$ cat src/rtl/cache_fill_pkg.sv
// rtl/cache_fill_pkg.sv - shared types, widths and offset helper for the cache fill controller
// Purpose: state encoding, default-configuration widths and the modulo offset add
//          used by cache_fill_fsm and wrap_cnt.
// Contents:
//   fill_state_t - IDLE / FILL / TAG
//   OFF_W        - word-offset width for the default block size
//   BYTE_OFF_W   - byte-offset width (word offset plus the 2-byte word lane bit)
//   off_add      - (a + b) mod n for power-of-two n
package cache_fill_pkg;

  typedef enum logic [1:0] {
    IDLE = 2'd0,
    FILL = 2'd1,
    TAG  = 2'd2
  } fill_state_t;

  localparam int DEF_WORDS_PER_BLOCK = 8;
  localparam int OFF_W               = $clog2(DEF_WORDS_PER_BLOCK);
  localparam int BYTE_OFF_W          = OFF_W + 1;

  // n is a power of two, so masking is the modulo; the result never carries
  // out of the block offset field.
  function automatic logic [31:0] off_add(input logic [31:0] a,
                                          input logic [31:0] b,
                                          input logic [31:0] n);
    return (a + b) & (n - 32'd1);
  endfunction

endpackage

$ cat src/rtl/wrap_cnt.sv
// rtl/wrap_cnt.sv - clearable, enable-gated up counter
// Purpose: issue / receive word counters of the fill controller.
// Ports:
//   clk, rst_n - clock, asynchronous active-low reset
//   clr        - synchronous clear (wins over en)
//   en         - count enable
//   cnt        - current count, W bits
module wrap_cnt #(
  parameter int W = 4
) (
  input  logic         clk,
  input  logic         rst_n,
  input  logic         clr,
  input  logic         en,
  output logic [W-1:0] cnt
);

  always_ff @(posedge clk or negedge rst_n) begin
    if (!rst_n) begin
      cnt <= '0;
    end else if (clr) begin
      cnt <= '0;
    end else if (en) begin
      cnt <= cnt + W'(1);
    end
  end

endmodule

$ cat src/rtl/cache_fill_fsm.sv
// rtl/cache_fill_fsm.sv - cache miss block-fill controller
// Purpose: on a miss, request every word of the block from main memory, write each
//          returned word into the data array, then write the tag once. Stalls the
//          pipeline through fsm_busy while active.
// Optional feature: CACHE_CRITICAL_WORD_FIRST_EN - when defined the missed word is
//          requested first and requests wrap through the block; otherwise words are
//          requested in ascending order from the block base.
// Ports:
//   clk, rst_n          - clock, asynchronous active-low reset
//   miss_detected       - miss request, sampled in IDLE only
//   miss_address        - byte address of the missing access
//   mem_ready           - memory accepts a request this cycle
//   memory_data_valid   - returned word valid (in request order)
//   memory_data         - returned word
//   fsm_busy            - pipeline stall
//   mem_req             - read request
//   memory_address      - request byte address
//   write_data_array    - data-array write strobe
//   fill_word_index     - data-array word slot being written
//   fill_data           - pass-through of memory_data
//   write_tag_array     - tag/valid write strobe
//   fill_base           - latched block base address
module cache_fill_fsm
  import cache_fill_pkg::*;
#(
  parameter int ADDR_W          = 16,
  parameter int DATA_W          = 16,
  parameter int WORDS_PER_BLOCK = 8
) (
  input  logic                               clk,
  input  logic                               rst_n,
  input  logic                               miss_detected,
  input  logic [ADDR_W-1:0]                  miss_address,
  input  logic                               mem_ready,
  input  logic                               memory_data_valid,
  input  logic [DATA_W-1:0]                  memory_data,
  output logic                               fsm_busy,
  output logic                               mem_req,
  output logic [ADDR_W-1:0]                  memory_address,
  output logic                               write_data_array,
  output logic [$clog2(WORDS_PER_BLOCK)-1:0] fill_word_index,
  output logic [DATA_W-1:0]                  fill_data,
  output logic                               write_tag_array,
  output logic [ADDR_W-1:0]                  fill_base
);

  localparam int IDX_W = $clog2(WORDS_PER_BLOCK);
  localparam int CNT_W = IDX_W + 1;
  localparam logic [CNT_W-1:0]  N_CNT     = CNT_W'(WORDS_PER_BLOCK);
  localparam logic [ADDR_W-1:0] BASE_MASK = ~ADDR_W'(2 * WORDS_PER_BLOCK - 1);

  fill_state_t        state_q, state_d;
  logic [IDX_W-1:0]   start_off_q, start_off_d;
  logic [CNT_W-1:0]   icnt, rcnt;
  logic               miss_take, issue, accept;
  logic [IDX_W-1:0]   req_off, wr_off;

`ifdef CACHE_CRITICAL_WORD_FIRST_EN
  assign start_off_d = miss_address[IDX_W:1];
`else
  assign start_off_d = '0;
`endif

  assign miss_take = (state_q == IDLE) && miss_detected;
  assign issue     = (state_q == FILL) && (icnt < N_CNT) && mem_ready;
  // Uses the pre-edge icnt: a return can only match a request already issued.
  assign accept    = (state_q == FILL) && memory_data_valid && (rcnt < icnt);

  assign req_off   = IDX_W'(off_add(32'(start_off_q), 32'(icnt), 32'(WORDS_PER_BLOCK)));
  assign wr_off    = IDX_W'(off_add(32'(start_off_q), 32'(rcnt), 32'(WORDS_PER_BLOCK)));
  assign fill_data = memory_data;

  wrap_cnt #(.W(CNT_W)) u_issue_cnt (
    .clk   (clk),
    .rst_n (rst_n),
    .clr   (miss_take),
    .en    (issue),
    .cnt   (icnt)
  );

  wrap_cnt #(.W(CNT_W)) u_recv_cnt (
    .clk   (clk),
    .rst_n (rst_n),
    .clr   (miss_take),
    .en    (accept),
    .cnt   (rcnt)
  );

  always_ff @(posedge clk or negedge rst_n) begin
    if (!rst_n) begin
      state_q     <= IDLE;
      fill_base   <= '0;
      start_off_q <= '0;
    end else begin
      state_q <= state_d;
      if (miss_take) begin
        fill_base   <= miss_address & BASE_MASK;
        start_off_q <= start_off_d;
      end
    end
  end

  always_comb begin
    state_d          = state_q;
    fsm_busy         = 1'b0;
    mem_req          = 1'b0;
    memory_address   = '0;
    write_data_array = 1'b0;
    fill_word_index  = '0;
    write_tag_array  = 1'b0;
    case (state_q)
      IDLE: begin
        if (miss_detected) state_d = FILL;
      end
      FILL: begin
        fsm_busy         = 1'b1;
        mem_req          = (icnt < N_CNT);
        memory_address   = fill_base + ADDR_W'({req_off, 1'b0});
        write_data_array = accept;
        fill_word_index  = wr_off;
        if (accept && (rcnt == N_CNT - CNT_W'(1))) state_d = TAG;
      end
      TAG: begin
        fsm_busy        = 1'b1;
        write_tag_array = 1'b1;
        state_d         = IDLE;
      end
      default: state_d = IDLE;
    endcase
  end

endmodule

$ cat config.mk
export PLATFORM = sky130hd
export DESIGN_NAME = cache_fill_fsm
export DESIGN_NICKNAME = d
export VERILOG_FILES = /design/src/rtl/cache_fill_pkg.sv /design/src/rtl/wrap_cnt.sv /design/src/rtl/cache_fill_fsm.sv
export SDC_FILE = /design/constraint.sdc
export NUM_CORES = 1
export LEC_CHECK = 0
export ABC_AREA = 0
export CORE_MARGIN = 5
export CORE_UTILIZATION = 39
export CTS_CLUSTER_DIAMETER = 120
export DETAILED_ROUTE_END_ITERATION = 6
export GPL_ROUTABILITY_DRIVEN = 1
export PLACE_DENSITY = 0.86
export SYNTH_ARGS = -nofsm -noshare
export SYNTH_HDL_FRONTEND = slang
export SYNTH_SLANG_ARGS = --single-unit
$ cat constraint.sdc
create_clock -name clk -period 5 [get_ports clk]
set_input_delay 1 -clock clk [delete_from_list [all_inputs] [get_ports clk]]
set_output_delay 1 -clock clk [all_outputs]
set_load 0.03 [all_outputs]
* Word-level counts from Yosys, hierarchy flattened
Index checks and enable logic that the tools add are counted.
** Word-level totals
- Flip-flop bits (word level) :: 22
- Latch bits :: 0
- Bits in writable memories :: 0
- Memory bits (read-only) :: 0
- Output and inout port bits :: 55
- Memories kept :: 0
** Operators by class
- Add/sub/neg operators :: 3
- Multipliers :: 0
- Div/mod/pow operators :: 0
- $lt $le $gt $ge :: 2
- Equal/unequal tests :: 5
- Shift-type cells :: 0
- Mux-type cells :: 13
- Bitwise operators :: 0
- Reduce and logical (&&, ||, !) cells :: 11
** Operators by type and width (count)
- adder 16 x 4 -> 16 bit :: 1
- two-way mux 16 bit :: 1
- two-way mux 4 bit :: 4
- adder 4 x 1 -> 4 bit (second input constant) :: 2
- logical AND 1 bit :: 6
- == test 4 x 3 -> 1 bit (second input constant) :: 1
- < comparator 4 bit :: 1
- < comparator 4 bit (second input constant) :: 1
- two-way mux 1 bit :: 4
- two-way mux 2 bit :: 2
- one-hot mux 2 bit (2 select lines) :: 1
- nonzero test 2 bit :: 2
- two-way mux 3 bit :: 1
- == test 2 x 1 -> 1 bit (second input constant) :: 1
- == test 2 bit (second input constant) :: 1
- zero test 2 bit :: 1
- != test 2 x 1 -> 1 bit (second input constant) :: 1
- != test 2 bit (second input constant) :: 1
- AND reduction 2 bit :: 1
- OR reduction 2 bit :: 1

* Depth between registers and ports, before layout
- Word-level depth :: 6
- Depth in mapped cells :: 6
- Mapped depth without buffers :: 6

* Hierarchy
A second synthesis with hierarchy kept.
** Second synthesis, totals
- Cells, all modules :: 139
- Area, all modules :: 1430.1 um^2
** By module, submodules not included
- cache_fill_fsm :: instances 1, cells each 107, area an instance 1044.8 um^2, sequential area each 350.3 um^2
- wrap_cnt :: instances 2, cells each 16, area an instance 192.7 um^2, sequential area each 100.1 um^2

* Least setup slack after synthesis
OpenSTA, ideal clock, no wires.
- Path kind :: input port to output port
- From :: input memory_data_valid
- To :: output write_data_array
- Arrival :: 1693 ps
- Slack :: 2307 ps
- Stages :: 2
- Buffers on the path :: 0
- Cell sequence :: nand4b_1 > nor2_1
** Between the ends
- Word-level cells in the longest chain between the ends :: 3
** Ends and longest elaborated chain
- from (decl) :: line cache_fill_fsm.sv:35 : input logic memory_data_valid,
- logical AND 1 bit (2 in series) :: line cache_fill_fsm.sv:67 : assign accept = (state_q == FILL) && memory_data_valid && (rcnt < icnt);
- two-way mux 1 bit :: line cache_fill_fsm.sv:111 : case (state_q)
- to (decl) :: line cache_fill_fsm.sv:40 : output logic write_data_array,
No other way between the ends.

* Final worst setup path
Same ends and word-level chain as after synthesis.

==> reports/qor.json <==
{
  "cts": {
    "root_buffer": "clkbuf_8",
    "clk_transition_reported_paths_ns": 0.08,
    "ctsResizeCount": 0,
    "clk_latency_ns": 0.25,
    "hold_buffers": 0,
    "cts_max_path_buffers": 2,
    "cts_post_setup_buffers_inserted": 0,
    "number_of_clock_sinks": 22,
    "tritoncts_clock_tree": "yes",
    "cts-buffers-inserted": 3,
    "clock_tree.htree_level_count": 1
  },
  "critical_path": {
    "crit_path_end_kind": "primary output",
    "worstRegToRegCells": 6,
    "r2r_setup_slack_ns": 2.95,
    "critPathRequiredTime_ns": 4.00,
    "kind_of_launch_point_of_the_worst_setup_path": "primary input",
    "worst-path-max-fanout": 8,
    "data_arrival_at_the_endpoint_of_the_critical_path_ns": 2.67,
    "critical_path.reg2reg.startpoint": "u_issue_cnt.cnt[1]",
    "timing.rr.end": "u_recv_cnt.cnt[3]",
    "worstSetupPathType": "in -> out"
  },
  "placed_design": {
    "dp_hpwl_um": 2428,
    "gp_congestion": 0.8420,
    "placedCellCount": 244,
    "port_buffers": 50
  },
  "global_routing": {
    "grt_start_max_net_pins": 25,
    "grt_pass1_vias": 1210,
    "track_usage_pct": 13.02,
    "global_route_wire_length_before_repair_um": 5299,
    "global_route.overflow_total": 0,
    "grt_antenna_before_repair": 0
  },
  "layout": {
    "layout-drive-gt1-share_pct": 4.500,
    "finish.cell_count_without_fillers": 248,
    "syn_to_final_growth_pct": 33.54,
    "final_net_count": 248,
    "n_antenna_cell": 0
  },
  "outcome": {
    "result_of_the_run": "finished, final reports clean"
  },
  "detailed_routing": {
    "drt_first_iter_violations": 72,
    "detail_route.wl_per_cell_um": 13.00,
    "drt-vias-per-instance": 4.819,
    "detailroute.via_count": 1195,
    "antenna_violating_nets_post_route": 0,
    "firstDrtPassIters": 4,
    "drc": 0,
    "drt-total-wl_um": 3223
  },
  "synth": {
    "synth_top_flop_cell": "dfrtp_1",
    "post_synth_instance_area_um2": 1425,
    "ys_seq_elements": 22,
    "synthesized_area_per_cell_um2": 8.534,
    "synth_edf_count": 0,
    "synthCells": 167,
    "async_flop_share_pct": 100.0,
    "area_fraction_in_compound_gates_after_synthesis_pct": 7.814,
    "post_synth_num_cell_types": 32,
    "synthMuxAreaShare_pct": 0,
    "largest_family_of_logic_cells_by_synthesized_area": "simple AND/OR/NAND/NOR gates",
    "ys.warnings.count": 0,
    "synth_xor_xnor_area_share_pct": 1.229,
    "yosysSeqAreaShare_pct": 38.63,
    "synth_simple_gate_area_share_pct": 29.59,
    "synth_fa_ha_area_share_pct": 8.780
  },
  "floorplanning": {
    "die-width_um": 70.45,
    "dieArea_um2": 4963,
    "rows": 22,
    "initial_core_util_pct": 39.52,
    "floorplan.die.height_um": 70.45,
    "placeableCoreArea_um2": 3606,
    "num_io_pins": 92
  },
  "timing": {
    "period_minus_ws_final_ns": 3.671,
    "timing.final.crit_share_pct": 73.42,
    "report.final.setup_viol": 0,
    "timing.final.max_slew_violations": 0,
    "max_freq_ghz": 0.2724,
    "finalHoldViolations": 0,
    "rsz0062_at_grt": "false",
    "max_slew.worst_pin.slew_ns": 0.9555,
    "final.setup_skew_ns": 0.001350,
    "final.setup.tns_ns": 0,
    "maxSlewHeadroom_pct": 36.10
  },
  "power_and_ir_drop": {
    "p_leak_uw": 0.0008529,
    "power.ir.vdd_worst_v": 0.0002561,
    "powerDensity_nw_per_um2": 609.5
  },
  "min_path": {
    "holdCritPathClass": "reg -> reg",
    "worst_hold_launch": "fill_base[5]",
    "worstHoldEndpoint": "fill_base[5]",
    "worst_hold_path.num_cells": 2
  },
  "job": {
    "cap_violations": 0
  }
}
==> cells in the mapped netlist, drive strengths merged (2+ instances only) <==
| library cell | instances | area share, % |
|---|---|---|
| nor2 | 5 | 1.3 |
| o21ai | 4 | 1.4 |
| a311o | 2 | 1.4 |
| nand2 | 41 | 11 |
| clkbuf | 5 | 1.3 |
| nor3 | 2 | 0.70 |
| nand3 | 8 | 2.8 |
| nand3b | 2 | 1.1 |
| ha | 10 | 8.8 |
| and2 | 19 | 8.4 |
| buf | 21 | 11 |
| a21oi | 4 | 1.4 |
| inv | 5 | 1.3 |
| dfrtp | 22 | 39 |
==> layout by cell type (no fill, tap or decap), drive strengths merged <==
cell type / instances
clkdlybuf4s50: 50
nand2: 41
dfrtp: 22
and2: 19
ha: 10
nand3: 8
inv: 5
nor2: 5
conb: 5
a21oi: 4
o21ai: 4
clkbuf: 3
nor3: 2
nand3b: 2
a311o: 2
nor2b: 1
or3b: 1
o2111a: 1
nand4b: 1
xnor2: 1
xor2: 1
o2111ai: 1
and4b: 1
and3b: 1
nand2b: 1
a31oi: 1
a31o: 1
or3: 1
o21a: 1
o31ai: 1
or4: 1
bufinv: 1
buf: 1
==> report_power, final <==
| group | switching [µW] | internal [µW] |
|---|---|---|
| registers | 56.8 | 244 |
| logic | 418 | 279 |
| clock network | 55.6 | 107 |
==> final cells by class <==
class | count | area (µm²)
Clock inverter | 1 | 30.03
Sequential cell | 22 | 550.5
Multi-Input combinational cell | 118 | 694.4
Clock buffer | 3 | 41.29
Tap cell | 48 | 60.06
Inverter | 5 | 18.77
Fill cell | 318 | 1703
Timing Repair Buffer | 51 | 508.0
==> cell families after synthesis <==
| kind of cell | after synthesis |
|---|---|
| AOI/OAI and AO/OA | 16 |
| buffers and inverters | 31 |
| and+or+nand+nor | 85 |
| xor gates and xnor gates | 2 |
| other | 1 |
| DFF | 22 |
| adders and majority gates | 10 |
==> worst max-delay path, stage by stage <==
cell	delay [ns]
clkdlybuf4s50_1	0.47
nand4b_1	0.27
nor2_1	0.23
clkdlybuf4s50_1	0.70
==> worst max-delay path by stage <==
stage,start,endpoint,slack [ns],cells after the start
after floorplan,memory_data_valid,write_data_array,2.31,2
after global placement,memory_data_valid,write_data_array,1.33,4
after detailed placement,memory_data_valid,write_data_array,1.30,4
after CTS,memory_data_valid,write_data_array,1.30,4
after global routing,memory_data_valid,write_data_array,1.22,4
final,memory_data_valid,write_data_array,1.33,4
==> per-layer routing <==
| layer | wire (µm) | share of wire [%] | vias up | track usage (%) |
|---|---|---|---|---|
| li1 | - | - | 589 | - |
| met1 | 1298 | 40 | 564 | 14.95 |
| met2 | 1686 | 52 | 37 | 22.56 |
| met3 | 196 | 6.1 | 5 | 3.022 |
| met4 | 42 | 1.3 | 0 | 6.170 |
| met5 | 0 | 0 | - | 0 |
==> registers in the layout (all words and copies together), names as in the netlist <==
name,count
u_recv_cnt.cnt,4
u_issue_cnt.cnt,4
fill_base,12
state_q,2
==> stage by stage <==
step / total power [µW] / hold WS [ns] / util [%] / instance area, µm² / setup slack, ns
CTS: 1173 / 0.4999 / 52.78 / 1903 / 1.302
global placement: 987.5 / 0.4748 / 50.80 / 1832 / 1.333
detailed placement: 1004 / 0.4794 / 50.80 / 1832 / 1.304
finish: 1160 / 0.4940 / 52.78 / 1903 / 1.329
global route: 1234 / 0.5399 / 52.78 / 1903 / 1.222
floorplan: 755.2 / 0.5177 / - / 1440 / 2.307
Note: power is estimated with default switching activity, not from simulation.
